### src/rtl/lbist_pkg.sv
// Shared definitions for the logic-BIST controller and the LFSR/MISR benches.
//   lbist_state_e      : controller sequencing states
//   DEFAULT_SEEDS      : default 4 x 32-bit seed table, seed i at [i*32 +: 32]
//   DEFAULT_SIGNATURES : default 4 x 32-bit golden signatures, same slicing
package lbist_pkg;

  typedef enum logic [1:0] {
    IDLE,
    SEND,
    WAIT,
    DONE
  } lbist_state_e;

  localparam logic [4*32-1:0] DEFAULT_SEEDS = {
    32'h0BAD_F00D, 32'hC0FF_EE00, 32'hDEAD_BEEF, 32'h1234_5678
  };

  localparam logic [4*32-1:0] DEFAULT_SIGNATURES = {
    32'h8E1F_04A7, 32'h3C5A_9D12, 32'h7B24_E6C0, 32'hA5A5_5A5A
  };

endpackage

### src/rtl/lbist_controller_if.sv
// Handshake bundle around the BIST controller.
//   lbist_req/lbist_resp : requester starts a run and collects per-seed pass bits
//   lfsr_resp            : seed delivered to the LFSR pattern generator
//   misr_req             : number of CUT outputs the MISR should hash
//   misr_resp            : signature returned by the MISR
// modport master is the controller side, slave is the surrounding environment.
interface lbist_controller_if #(
  parameter int NUM_SEEDS      = 4,
  parameter int SEED_BITS      = 32,
  parameter int SIGNATURE_BITS = 32,
  parameter int LBIST_MSG_BITS = 5
);

  logic                      lbist_req_val;
  logic                      lbist_req_rdy;
  logic                      lbist_resp_val;
  logic [NUM_SEEDS-1:0]      lbist_resp_msg;
  logic                      lbist_resp_rdy;

  logic                      lfsr_resp_val;
  logic [SEED_BITS-1:0]      lfsr_resp_msg;
  logic                      lfsr_resp_rdy;

  logic                      misr_req_val;
  logic [LBIST_MSG_BITS:0]   misr_req_msg;
  logic                      misr_req_rdy;

  logic                      misr_resp_val;
  logic [SIGNATURE_BITS-1:0] misr_resp_msg;
  logic                      misr_resp_rdy;

  modport master (
    input  lbist_req_val,
    output lbist_req_rdy,
    output lbist_resp_val,
    output lbist_resp_msg,
    input  lbist_resp_rdy,
    output lfsr_resp_val,
    output lfsr_resp_msg,
    input  lfsr_resp_rdy,
    output misr_req_val,
    output misr_req_msg,
    input  misr_req_rdy,
    input  misr_resp_val,
    input  misr_resp_msg,
    output misr_resp_rdy
  );

  modport slave (
    output lbist_req_val,
    input  lbist_req_rdy,
    input  lbist_resp_val,
    input  lbist_resp_msg,
    output lbist_resp_rdy,
    input  lfsr_resp_val,
    input  lfsr_resp_msg,
    output lfsr_resp_rdy,
    input  misr_req_val,
    input  misr_req_msg,
    output misr_req_rdy,
    output misr_resp_val,
    output misr_resp_msg,
    input  misr_resp_rdy
  );

endinterface

### src/rtl/lbist_controller.sv
// Logic-BIST run sequencer. For each seed: hand the seed to the LFSR and the
// hash count to the MISR (independently, possibly in the same cycle), wait for
// the signature, and record whether it matches the golden value. After the last
// seed, the per-seed pass vector is offered to the requester.
// Ports:
//   clk, reset : clock and synchronous active-high reset
//   io         : handshake bundle (lbist_req/resp, lfsr_resp, misr_req/resp)
// All outputs are registered.
module lbist_controller
  import lbist_pkg::*;
#(
  parameter int SEED_BITS           = 32,
  parameter int SIGNATURE_BITS      = 32,
  parameter int NUM_SEEDS           = 4,
  parameter int NUM_HASHES          = 16,
  parameter int MAX_OUTPUTS_TO_HASH = 32,
  parameter int LBIST_MSG_BITS      = $clog2(MAX_OUTPUTS_TO_HASH),
  parameter logic [NUM_SEEDS*SEED_BITS-1:0]      SEEDS      = DEFAULT_SEEDS,
  parameter logic [NUM_SEEDS*SIGNATURE_BITS-1:0] SIGNATURES = DEFAULT_SIGNATURES
) (
  input  logic               clk,
  input  logic               reset,
  lbist_controller_if.master io
);

  localparam int IDX_BITS = (NUM_SEEDS > 1) ? $clog2(NUM_SEEDS) : 1;
  localparam logic [IDX_BITS-1:0]       LAST_IDX   = IDX_BITS'(NUM_SEEDS - 1);
  localparam logic [LBIST_MSG_BITS:0]   HASH_COUNT = (LBIST_MSG_BITS + 1)'(NUM_HASHES);

  lbist_state_e         state;
  logic [IDX_BITS-1:0]  seed_idx;
  logic [IDX_BITS-1:0]  next_idx;
  logic                 lfsr_sent;
  logic                 misr_sent;
  logic [NUM_SEEDS-1:0] result;
  logic [NUM_SEEDS-1:0] result_upd;

  logic lbist_req_xfer;
  logic lbist_resp_xfer;
  logic lfsr_xfer;
  logic misr_req_xfer;
  logic misr_resp_xfer;
  logic lfsr_done;
  logic misr_done;
  logic sig_match;

  function automatic logic [SEED_BITS-1:0] seed_at(input logic [IDX_BITS-1:0] idx);
    return SEEDS[int'(idx)*SEED_BITS +: SEED_BITS];
  endfunction

  function automatic logic [SIGNATURE_BITS-1:0] golden_at(input logic [IDX_BITS-1:0] idx);
    return SIGNATURES[int'(idx)*SIGNATURE_BITS +: SIGNATURE_BITS];
  endfunction

  always_comb begin
    lbist_req_xfer  = io.lbist_req_val  && io.lbist_req_rdy;
    lbist_resp_xfer = io.lbist_resp_val && io.lbist_resp_rdy;
    lfsr_xfer       = io.lfsr_resp_val  && io.lfsr_resp_rdy;
    misr_req_xfer   = io.misr_req_val   && io.misr_req_rdy;
    misr_resp_xfer  = io.misr_resp_val  && io.misr_resp_rdy;
    // A channel counts as done if it finished earlier or is finishing now.
    lfsr_done       = lfsr_sent || lfsr_xfer;
    misr_done       = misr_sent || misr_req_xfer;
    next_idx        = seed_idx + 1'b1;
    sig_match       = (io.misr_resp_msg == golden_at(seed_idx));
    result_upd           = result;
    result_upd[seed_idx] = sig_match;
  end

  always_ff @(posedge clk) begin
    if (reset) begin
      state             <= IDLE;
      seed_idx          <= '0;
      lfsr_sent         <= 1'b0;
      misr_sent         <= 1'b0;
      result            <= '0;
      io.lbist_req_rdy  <= 1'b1;
      io.lbist_resp_val <= 1'b0;
      io.lbist_resp_msg <= '0;
      io.lfsr_resp_val  <= 1'b0;
      io.lfsr_resp_msg  <= '0;
      io.misr_req_val   <= 1'b0;
      io.misr_req_msg   <= '0;
      io.misr_resp_rdy  <= 1'b0;
    end else begin
      case (state)
        IDLE: begin
          if (lbist_req_xfer) begin
            state            <= SEND;
            seed_idx         <= '0;
            lfsr_sent        <= 1'b0;
            misr_sent        <= 1'b0;
            result           <= '0;
            io.lbist_req_rdy <= 1'b0;
            io.lfsr_resp_val <= 1'b1;
            io.lfsr_resp_msg <= seed_at('0);
            io.misr_req_val  <= 1'b1;
            io.misr_req_msg  <= HASH_COUNT;
          end
        end

        SEND: begin
          if (lfsr_xfer) begin
            lfsr_sent        <= 1'b1;
            io.lfsr_resp_val <= 1'b0;
          end
          if (misr_req_xfer) begin
            misr_sent       <= 1'b1;
            io.misr_req_val <= 1'b0;
          end
          if (lfsr_done && misr_done) begin
            state            <= WAIT;
            lfsr_sent        <= 1'b0;
            misr_sent        <= 1'b0;
            io.misr_resp_rdy <= 1'b1;
          end
        end

        WAIT: begin
          if (misr_resp_xfer) begin
            result           <= result_upd;
            io.misr_resp_rdy <= 1'b0;
            if (seed_idx == LAST_IDX) begin
              state             <= DONE;
              io.lbist_resp_val <= 1'b1;
              io.lbist_resp_msg <= result_upd;
            end else begin
              state            <= SEND;
              seed_idx         <= next_idx;
              io.lfsr_resp_val <= 1'b1;
              io.lfsr_resp_msg <= seed_at(next_idx);
              io.misr_req_val  <= 1'b1;
              io.misr_req_msg  <= HASH_COUNT;
            end
          end
        end

        DONE: begin
          if (lbist_resp_xfer) begin
            state             <= IDLE;
            io.lbist_resp_val <= 1'b0;
            io.lbist_req_rdy  <= 1'b1;
          end
        end

        default: state <= IDLE;
      endcase
    end
  end

endmodule
### src/flat_wrapper.sv
// flat-port wrapper written by rule: the top's interface ports become plain ports
module lbist_controller_flat import lbist_pkg::*;
#(
  parameter int SEED_BITS           = 32,
  parameter int SIGNATURE_BITS      = 32,
  parameter int NUM_SEEDS           = 4,
  parameter int NUM_HASHES          = 16,
  parameter int MAX_OUTPUTS_TO_HASH = 32,
  parameter int LBIST_MSG_BITS      = $clog2(MAX_OUTPUTS_TO_HASH),
  parameter logic [NUM_SEEDS*SEED_BITS-1:0]      SEEDS      = DEFAULT_SEEDS,
  parameter logic [NUM_SEEDS*SIGNATURE_BITS-1:0] SIGNATURES = DEFAULT_SIGNATURES
)
  (clk, reset, io_lbist_req_val, io_lbist_req_rdy, io_lbist_resp_val, io_lbist_resp_msg, io_lbist_resp_rdy, io_lfsr_resp_val, io_lfsr_resp_msg, io_lfsr_resp_rdy, io_misr_req_val, io_misr_req_msg, io_misr_req_rdy, io_misr_resp_val, io_misr_resp_msg, io_misr_resp_rdy);
  lbist_controller_if #(.NUM_SEEDS(NUM_SEEDS), .SEED_BITS(SEED_BITS), .SIGNATURE_BITS(SIGNATURE_BITS), .LBIST_MSG_BITS(LBIST_MSG_BITS)) io_i ();
  input  logic clk;
  input  logic reset;
  input wire logic [$bits(io_i.lbist_req_val)-1:0] io_lbist_req_val;
  output wire logic [$bits(io_i.lbist_req_rdy)-1:0] io_lbist_req_rdy;
  output wire logic [$bits(io_i.lbist_resp_val)-1:0] io_lbist_resp_val;
  output wire logic [$bits(io_i.lbist_resp_msg)-1:0] io_lbist_resp_msg;
  input wire logic [$bits(io_i.lbist_resp_rdy)-1:0] io_lbist_resp_rdy;
  output wire logic [$bits(io_i.lfsr_resp_val)-1:0] io_lfsr_resp_val;
  output wire logic [$bits(io_i.lfsr_resp_msg)-1:0] io_lfsr_resp_msg;
  input wire logic [$bits(io_i.lfsr_resp_rdy)-1:0] io_lfsr_resp_rdy;
  output wire logic [$bits(io_i.misr_req_val)-1:0] io_misr_req_val;
  output wire logic [$bits(io_i.misr_req_msg)-1:0] io_misr_req_msg;
  input wire logic [$bits(io_i.misr_req_rdy)-1:0] io_misr_req_rdy;
  input wire logic [$bits(io_i.misr_resp_val)-1:0] io_misr_resp_val;
  input wire logic [$bits(io_i.misr_resp_msg)-1:0] io_misr_resp_msg;
  output wire logic [$bits(io_i.misr_resp_rdy)-1:0] io_misr_resp_rdy;
  assign io_i.lbist_req_val = io_lbist_req_val;
  assign io_lbist_req_rdy = io_i.lbist_req_rdy;
  assign io_lbist_resp_val = io_i.lbist_resp_val;
  assign io_lbist_resp_msg = io_i.lbist_resp_msg;
  assign io_i.lbist_resp_rdy = io_lbist_resp_rdy;
  assign io_lfsr_resp_val = io_i.lfsr_resp_val;
  assign io_lfsr_resp_msg = io_i.lfsr_resp_msg;
  assign io_i.lfsr_resp_rdy = io_lfsr_resp_rdy;
  assign io_misr_req_val = io_i.misr_req_val;
  assign io_misr_req_msg = io_i.misr_req_msg;
  assign io_i.misr_req_rdy = io_misr_req_rdy;
  assign io_i.misr_resp_val = io_misr_resp_val;
  assign io_i.misr_resp_msg = io_misr_resp_msg;
  assign io_misr_resp_rdy = io_i.misr_resp_rdy;
  lbist_controller #(.SEED_BITS(SEED_BITS), .SIGNATURE_BITS(SIGNATURE_BITS), .NUM_SEEDS(NUM_SEEDS), .NUM_HASHES(NUM_HASHES), .MAX_OUTPUTS_TO_HASH(MAX_OUTPUTS_TO_HASH), .LBIST_MSG_BITS(LBIST_MSG_BITS), .SEEDS(SEEDS), .SIGNATURES(SIGNATURES)) u_core (.clk(clk), .reset(reset), .io(io_i));
endmodule
### config.mk
export PLATFORM = sky130hd
export DESIGN_NAME = lbist_controller_flat
export DESIGN_NICKNAME = d
export VERILOG_FILES = /design/src/rtl/lbist_pkg.sv /design/src/rtl/lbist_controller_if.sv /design/src/rtl/lbist_controller.sv /design/src/flat_wrapper.sv
export SDC_FILE = /design/constraint.sdc
export NUM_CORES = 1
export LEC_CHECK = 0
export BUFFER_PORTS_ARGS = -buffer_cell sky130_fd_sc_hd__buf_2
export CAP_MARGIN = 20
export CORE_MARGIN = 10
export CORE_UTILIZATION = 30
export DETAILED_ROUTE_END_ITERATION = 6
export GPL_ROUTABILITY_DRIVEN = 0
export PLACE_DENSITY = 0.53
export SLEW_MARGIN = 20
export SYNTH_ARGS = -nofsm -noshare
export SYNTH_HDL_FRONTEND = slang
export SYNTH_SLANG_ARGS = --single-unit
### constraint.sdc
create_clock -name clk -period 2.6 [get_ports clk]
set_clock_uncertainty 0.15 [all_clocks]
set_input_delay 0.26 -clock clk [delete_from_list [all_inputs] [get_ports clk]]
set_output_delay 0.26 -clock clk [all_outputs]
set_load 0.005 [all_outputs]
# Yosys cells after proc, flatten, opt, wreduce, memory -nomap -nowiden
# Cells that the tools add are included.
# totals
reg_bits	57
inputBits	39
output_inout_bits	47
# op_classes
addsub	1
order_cmp	2
n_eq_ne	15
n_shift	2
muxes	47
n_reduce_logical	27
# op_table
cell	count
$shiftx A128 B8 Y32 const A	2
$mux W32	3
$pmux W32 S2	1
$eq A32 B32 Y1	1
$mux W6	3
$reduce_and A3 Y1	6
$mux W1	17
$mux W2	8
$ne A2 B1 Y1 const B	7
$pmux W6 S2	1
$reduce_and A4 Y1	3
$pmux W1 S2	5
$reduce_and A5 Y1	2
$reduce_bool A2 Y1	5
$mux W4	2
$pmux W2 S4	1
$pmux W4 S2	1
$logic_and A1 B1 Y1	7
$eq A2 B2 Y1 const B	3
$ne A3 B1 Y1 const B	2
$pmux W1 S3	2
$bwmux W4	1
$pmux W2 S2	1
$lt A2 B3 Y1 const B	1
other kinds (8)	9

# Logic depth before layout (Yosys ltp)
# Gate-level depths: netlist (run 1).
# logic_depth
depth_word	7
ltp_mapped	7
ltp_nobuf	6

# Least setup slack after synthesis (run 1)
# No wires, ideal clock.
# synth_path
path_type	reg2reg
startpoint	register, netlist name u_core.io.lfsr_resp_msg[27]
endpoint	register u_core.result[0]
setup_time_ns	0.087
arrival_time_ns	2.068
required_ns	2.363
path_slack_ns	0.294
path_stages_with_launch	8
path_buffers	1
synth_period_minus_slack_ns	2.306
cell_sequence	dfxtp_1 -> inv_1 -> ha_1 -> buf_2 -> or3_1 -> a222oi_1 -> nand4_1 -> o31ai_1
# synth_rtl
item	line	source
end signal, assigned	lbist_controller.sv:121	result <= result_upd;
end, declared	lbist_controller.sv:35	logic [NUM_SEEDS-1:0] result;

==> results of run 1 <==
-- final cells by class --
cell class | instances | area (µm²) | share of cell area, %
flip-flops and latches | 31 | 620.6 | 25.67
clock inverters | 1 | 5.005 | 0.2070
multi-input cells | 171 | 1150 | 47.57
well taps | 77 | 96.34 | 3.986
clock buffers | 7 | 76.32 | 3.157
repair buffers | 86 | 450.4 | 18.63
inverters | 5 | 18.77 | 0.7764
-- cell families after synthesis --
| kind of cell | share of synthesized area [%] |
|---|---|
| xor gates and xnor gates | 6.035 |
| DFF | 30.54 |
| buffers and inverters | 13.98 |
| other | 0.1846 |
| muxes | 1.047 |
| adders and majority gates | 4.926 |
| AOI/OAI and AO/OA | 21.12 |
| and+or+nand+nor | 22.17 |
-- flip-flops by register name, summed over array words and instances (netlist names) --
| signal | flops |
|---|---|
| u_core.io.misr_req_val | 1 |
| u_core.result | 4 |
| u_core.seed_idx | 1 |
| u_core.io.misr_resp_rdy | 1 |
| u_core.io.lbist_req_rdy | 1 |
| u_core.misr_sent | 1 |
| u_core.lfsr_sent | 1 |
| u_core.io.lbist_resp_msg | 4 |
| u_core.state | 2 |
| u_core.io.lbist_resp_val | 1 |
| u_core.io.lfsr_resp_val | 1 |
| u_core.io.lfsr_resp_msg | 13 |
-- final timing paths --
kind / startpoint / end / slack [ps] / cells past startpoint
hold / removal: io_lfsr_resp_rdy / u_core.lfsr_sent / 130 / 3
setup reg to reg: u_core.io.lfsr_resp_msg[27] / u_core.result[2] / 330 / 6
hold reg to reg: u_core.io.lfsr_resp_msg[24] / u_core.io.lfsr_resp_msg[24] / 310 / 2
setup / recovery: u_core.io.lfsr_resp_msg[27] / u_core.result[2] / 330 / 6
-- worst max-delay path: cells and delay by family, from the launching register on --
kind	cells	cell delay, ps
AO/OA/AOI/OAI	2	670
adder cells (fa/ha/maj)	1	250
flip-flops	1	320
buffers and inverters	1	180
AND/OR/NAND/NOR	2	620
-- cell usage after synthesis, types with 5 or more instances --
library cell,instances
dfxtp_1,31
buf_4,26
a21oi_1,19
nor2_1,17
nand2_1,15
o21ai_0,12
clkbuf_1,9
ha_1,8
nand3_1,7
xnor2_1,7
xor2_1,7
nand4b_1,6
nor2b_1,6
buf_2,5
inv_1,5
nand3b_1,5
-- routing by layer --
layer  vias to the layer above  global-route usage (%)  share of wire (%)
met3                         6                   4.251                6.4
li1                        955                       -                  -
met5                         -                       0                  0
met4                         0                   2.928               0.87
met1                       900                   14.15                 44
met2                        56                   19.11                 48
-- where the power goes --
part / total, W / internal, W / switching, W / leakage [nW]
clock: 0.000369 / 0.000188 / 0.000181 / 0.0422
combinational: 0.000159 / 0.0000791 / 0.0000795 / 0.799
sequential: 0.000512 / 0.000493 / 0.0000192 / 0.252
total: 0.00104 / 0.000760 / 0.000280 / 1.09
-- through the flow --
step	setup WS (ps)	instances	util (%)	hold WS [ps]	power [W]
floorplan	294.5	248	-	288.2	0.0006207
global placement	417.3	370	36.17	292.3	0.0006845
detailed placement	336.5	370	36.17	299.6	0.0006843
CTS	309.9	378	37.43	119.6	0.001051
global route	105.0	378	37.43	135.9	0.001095
finish	326.3	378	37.43	126.8	0.001039
==> summary.md, run 1 <==
| Metric | Value |
|---|---|
| Die area | `10,470 µm²` |
| YS warnings | `0` |
| First-pass GRT wire length | `9.694 mm` |
| Syn Std Cell Area | `2032 µm²` |
| Layout cells sized above 1 | `32.23%` |
| Clock-pin slew on the worst setup and hold paths | `70 ps` |
| Crit Path Category | `reg -> reg` |
| Main synth FF type | `dfxtp_1` |
| Die height | `102.3 µm` |
| 1st-iter DRT viols | `83` |
| TritonCTS clock tree | `done` |
| CP Capture Type | `flop` |
| Placed Area | `2336 µm²` |
| Worst endpoint required time | `2640 ps` |
| CP max FO | `12` |
| Post-synth ARST share | `0%` |
| CP arrival | `2320 ps` |
| Outcome | `completed` |
| Via Count | `1,917` |
| Area leader, netlist | `dfxtp_1` |
| Remaining DRCs | `0` |
| CP peak stage delay | `380 ps` |
| RSZ-0062 raised after global routing | `false` |
| Fmax | `0.4398 GHz` |
| Post-synth top area share | `30.54%` |
| CP max-delay cell | `or3b_1` |
| Fin crit period | `2274 ps` |
| Initial antenna violation count | `0` |
| Final antenna-violating net count | `0` |
| Vias/cell | `5.071` |
| Most frequent cells in the layout | `buf_2, dfxtp_1, a21oi_1` |
| CP cell instances | `buf_4, ha_1, or3b_1, a222oi_1, nand4_1, o31ai_1` |
| # rows | `29` |
| Layout net count | `347` |
| Postcts setup bufs | `0` |
| Post_cts resized | `0` |
| Path category of the worst min-delay check | `in -> reg` |
| Root Driver | `clkbuf_8` |
| Pins Over Slew Limit | `0` |
| Synth unique cells | `48` |
| Cells after synthesis | `242` |
| DR WL/cell | `16.06 µm` |
| Sink Count | `31` |
| Register bit total from synthesis | `31` |
| I/O pin total | `86` |
| Max_cap viols | `0` |
| Number of enable flip-flop cells after synthesis | `0` |
| Fin crit share | `87.45%` |
| # setup viols final | `0` |
| Antenna cells | `0` |
| Hold_buf cts | `0` |
| DRT Wirelength | `6.070 mm` |
| Largest net degree at the start of global routing | `31` |
| Port Buf Inserts | `78` |
| Synth-to-Final Area Change | `18.97%` |
| H-tree levels | `2` |
| Die X | `102.3 µm` |
| Clock Tree Buf Depth | `2` |
| Finished Cell Area | `2417 µm²` |
| GR Overflow Total | `0` |
| FILL cells | `699` |
| Placed wire-length estimate | `4.785 mm` |
| Skew-Pair Late Insertion Delay | `280 ps` |
| Cts bufs inserted | `5` |
| Initial Util | `31.46%` |
| Peak supply drop | `0.2217 mV` |
| Final hold vios | `0` |
| TritonRoute pass-1 iters | `4` |
| Total GRT Usage | `11.66%` |
| Post-synthesis sequential area ratio | `30.54%` |
| Pwr Density | `430.0 nW/µm²` |
| Headroom to the max-slew limit | `64.32%` |
| Top post-synthesis cells by area | `dfxtp_1, buf_4, ha_1` |
| Setup TNS | `0 ps` |
| Slew @ Worst Pin | `535.2 ps` |
| Most common cell after layout, fill and taps aside | `buf_2` |
| Pleak | `1.093 nW` |
| Core footprint | `6459 µm²` |
| Vias in the first global route | `1,876` |
| Avg Inst Size Synth | `8.396 µm²` |
| Worst Setup Start Kind | `flop` |
Note: power is estimated with default switching activity, not from simulation.
==> inputs of run 2 (changes only) <==
clock period = 2.9 ns   (was 2.6 ns; I/O delays follow)
==> run 2 against run 1 <==
  * Wire length is 0.63% lower
  * Clock power is 22% higher
  * Critical path type unchanged
  * Register-to-register slack gained 30 ps
  * Non-clock buffer count is 4 lower
  * Highest routed layer unchanged
  * Utilization grew 0.097 points
  * Die area unchanged
  * Cell count is 1.1% lower
  * Flip-flop and latch count unchanged
  * Via count decreased by 2.6%
  * Global-route usage decreased by 0.50 points
  * Combinational power shrank 11%
  * Clock-buffer cell count down 1
==> summary.md, run 2 (same netlist as run 1, synthesis figures left out) <==
| Metric | Value |
|---|---|
| Outcome | `completed` |
| FF-to-FF setup slack | `360 ps (+30 ps)` |
| Max reg flops | `13 (unchanged)` |
| Pleak | `1.092 nW (-0.11%)` |
| Min-Delay Endpoint | `u_core.misr_sent` |
| Pwr Density | `434.0 nW/µm² (+0.93%)` |
| Vias in the first global route | `1,872 (-0.21%)` |
| TritonRoute pass-1 iters | `4 (unchanged)` |
| Remaining DRCs | `0 (unchanged)` |
| Port Buf Inserts | `78 (unchanged)` |
| Slew @ Worst Pin | `618.1 ps (+82.87 ps)` |
| Headroom to the max-slew limit | `58.79% (-5.5 points)` |
| Post_cts resized | `0 (unchanged)` |
| Fin crit period | `2542 ps (+268.4 ps)` |
| Die height | `102.3 µm (unchanged)` |
| Cts bufs inserted | `5 (unchanged)` |
| Layout cells sized above 1 | `31.99% (-0.24 points)` |
| Placed Area | `2306 µm² (-1.3%)` |
| Hold WS | `152.5 ps (+25.69 ps)` |
| RSZ-0062 raised after global routing | `false` |
| Path category of the worst min-delay check | `in -> reg` |
| Clock-pin slew on the worst setup and hold paths | `70 ps (about the same)` |
| GR Overflow Total | `0 (unchanged)` |
| Most common cell after layout, fill and taps aside | `buf_2` |
| CP max FO | `12 (unchanged)` |
| Worst R2R Path Depth | `6 (unchanged)` |
| Largest net degree at the start of global routing | `32 (+3.2%)` |
| Die X | `102.3 µm (unchanged)` |
| DRT Wirelength | `6.032 mm (-0.63%)` |
| Clock Tree Buf Depth | `2 (unchanged)` |
| Final antenna-violating net count | `0 (unchanged)` |
| First-pass GRT wire length | `9.246 mm (-4.6%)` |
| TritonCTS clock tree | `done` |
| Fmax | `0.3934 GHz (-11%)` |
| Worst endpoint required time | `2950 ps (+310 ps)` |
| Total GRT Usage | `11.16% (-0.50 points)` |
| Most frequent cells in the layout | `buf_2, dfxtp_1, a21oi_1` |
| 1st-iter DRT viols | `78 (-6.0%)` |
| DR WL/cell | `16.13 µm (+0.44%)` |
| H-tree levels | `2 (unchanged)` |
| Antenna cells | `0 (unchanged)` |
| # rows | `29 (unchanged)` |
| Core footprint | `6459 µm² (unchanged)` |
| Peak supply drop | `0.1794 mV (-19%)` |
| Max_cap viols | `0 (unchanged)` |
| Root Driver | `clkbuf_8` |
| Hold_buf cts | `0 (unchanged)` |
| Crit Path Category | `reg -> reg` |
| Hold Crit Start | `io_misr_req_rdy` |
| Fin crit share | `87.66% (+0.21 points)` |
| Worst Setup Start Kind | `flop` |
| Sink Count | `31 (unchanged)` |
| R2r endpoint | `u_core.result[2]` |
| # setup viols final | `0 (unchanged)` |
| Finished Cell Area | `2424 µm² (+0.26%)` |
| Final hold vios | `0 (unchanged)` |
| Postcts setup bufs | `0 (unchanged)` |
| Via Count | `1,867 (-2.6%)` |
| CP Capture Type | `flop` |
| Largest Register | `u_core.io.lfsr_resp_msg` |
| Pins Over Slew Limit | `0 (unchanged)` |
| I/O pin total | `86 (unchanged)` |
| Layout net count | `343 (-1.2%)` |
| Hold path depth | `3 (unchanged)` |
| Initial antenna violation count | `0 (unchanged)` |
| Placed wire-length estimate | `4.684 mm (-2.1%)` |
| Setup TNS | `0 ps (unchanged)` |
| Synth-to-Final Area Change | `19.27%` |
| CP arrival | `2590 ps (+270 ps)` |
| Initial Util | `31.46% (unchanged)` |
| Top flop regs | `u_core.io.lfsr_resp_msg: 13 flops, u_core.io.lbist_resp_msg: 4 flops, u_core.result: 4 flops` |
| FF-to-FF Start | `u_core.seed_idx[1]` |
| Skew-Pair Late Insertion Delay | `280 ps (about the same)` |
| Vias/cell | `4.992 (-1.6%)` |
| Die area | `10,470 µm² (unchanged)` |
run 2: cell count changes in the layout (fill, tap and decap cells not counted):
cell	change
clkbuf_8	+1
clkbuf_1	-2
bufinv_16	+1
buf_4	-4
run 2: area by class of cell:
| cell class | count | area (µm²) |
|---|---|---|
| timing repair buffer | 82 | 420.4 |
| clock buffer | 6 | 82.58 |
| clock inverter | 2 | 35.03 |
| multi-input combinational | 171 | 1150 |
| sequential | 31 | 620.6 |
| tap | 77 | 96.34 |
| inverter | 5 | 18.77 |
| fill | 692 | 4035 |
run 2: power breakdown:
part           internal, W  switching [W]
logic            0.0000685      0.0000721
clock network     0.000278       0.000174
registers         0.000442      0.0000170
total             0.000788       0.000263
run 2: routing by layer:
layer	global-route usage (%)	part of all wire (%)
met5	0	0
met2	18.22	48
met3	3.779	5.6
met4	4.447	1.7
met1	13.18	45
run 2: through the flow:
| stage | power [W] | util [%] | std cells | setup slack [ps] |
|---|---|---|---|---|
| 4_1_cts | 0.001063 | 37.52 | 374 | 367.7 |
| 6_report | 0.001052 | 37.52 | 374 | 357.9 |
| 2_1_floorplan | 0.0005565 | - | 248 | 594.5 |
| 3_5_place_dp | 0.0006109 | 35.70 | 366 | 391.9 |
| 5_1_grt | 0.001097 | 37.52 | 374 | 156.5 |
| 3_3_place_gp | 0.0006112 | 35.70 | 366 | 459.6 |
run 2: critical path, cell delays in order (launching register included):
cell      delay (ps)
dfxtp_1          540
inv_1            160
ha_1             320
or3b_1           400
a222oi_1         360
nand4_1          240
o31ai_1          280
run 2: worst max-delay path by stage:
stage	from	to	cells after the start	slack, ps
6_report	u_core.seed_idx[1]	u_core.result[2]	6	360
5_1_grt	u_core.seed_idx[1]	u_core.result[2]	6	160
3_3_place_gp	u_core.seed_idx[1]	u_core.result[3]	6	460
2_1_floorplan	u_core.io.lfsr_resp_msg[27]	u_core.result[0]	7	590
3_5_place_dp	u_core.seed_idx[1]	u_core.result[2]	6	390
4_1_cts	u_core.seed_idx[1]	u_core.result[2]	6	370
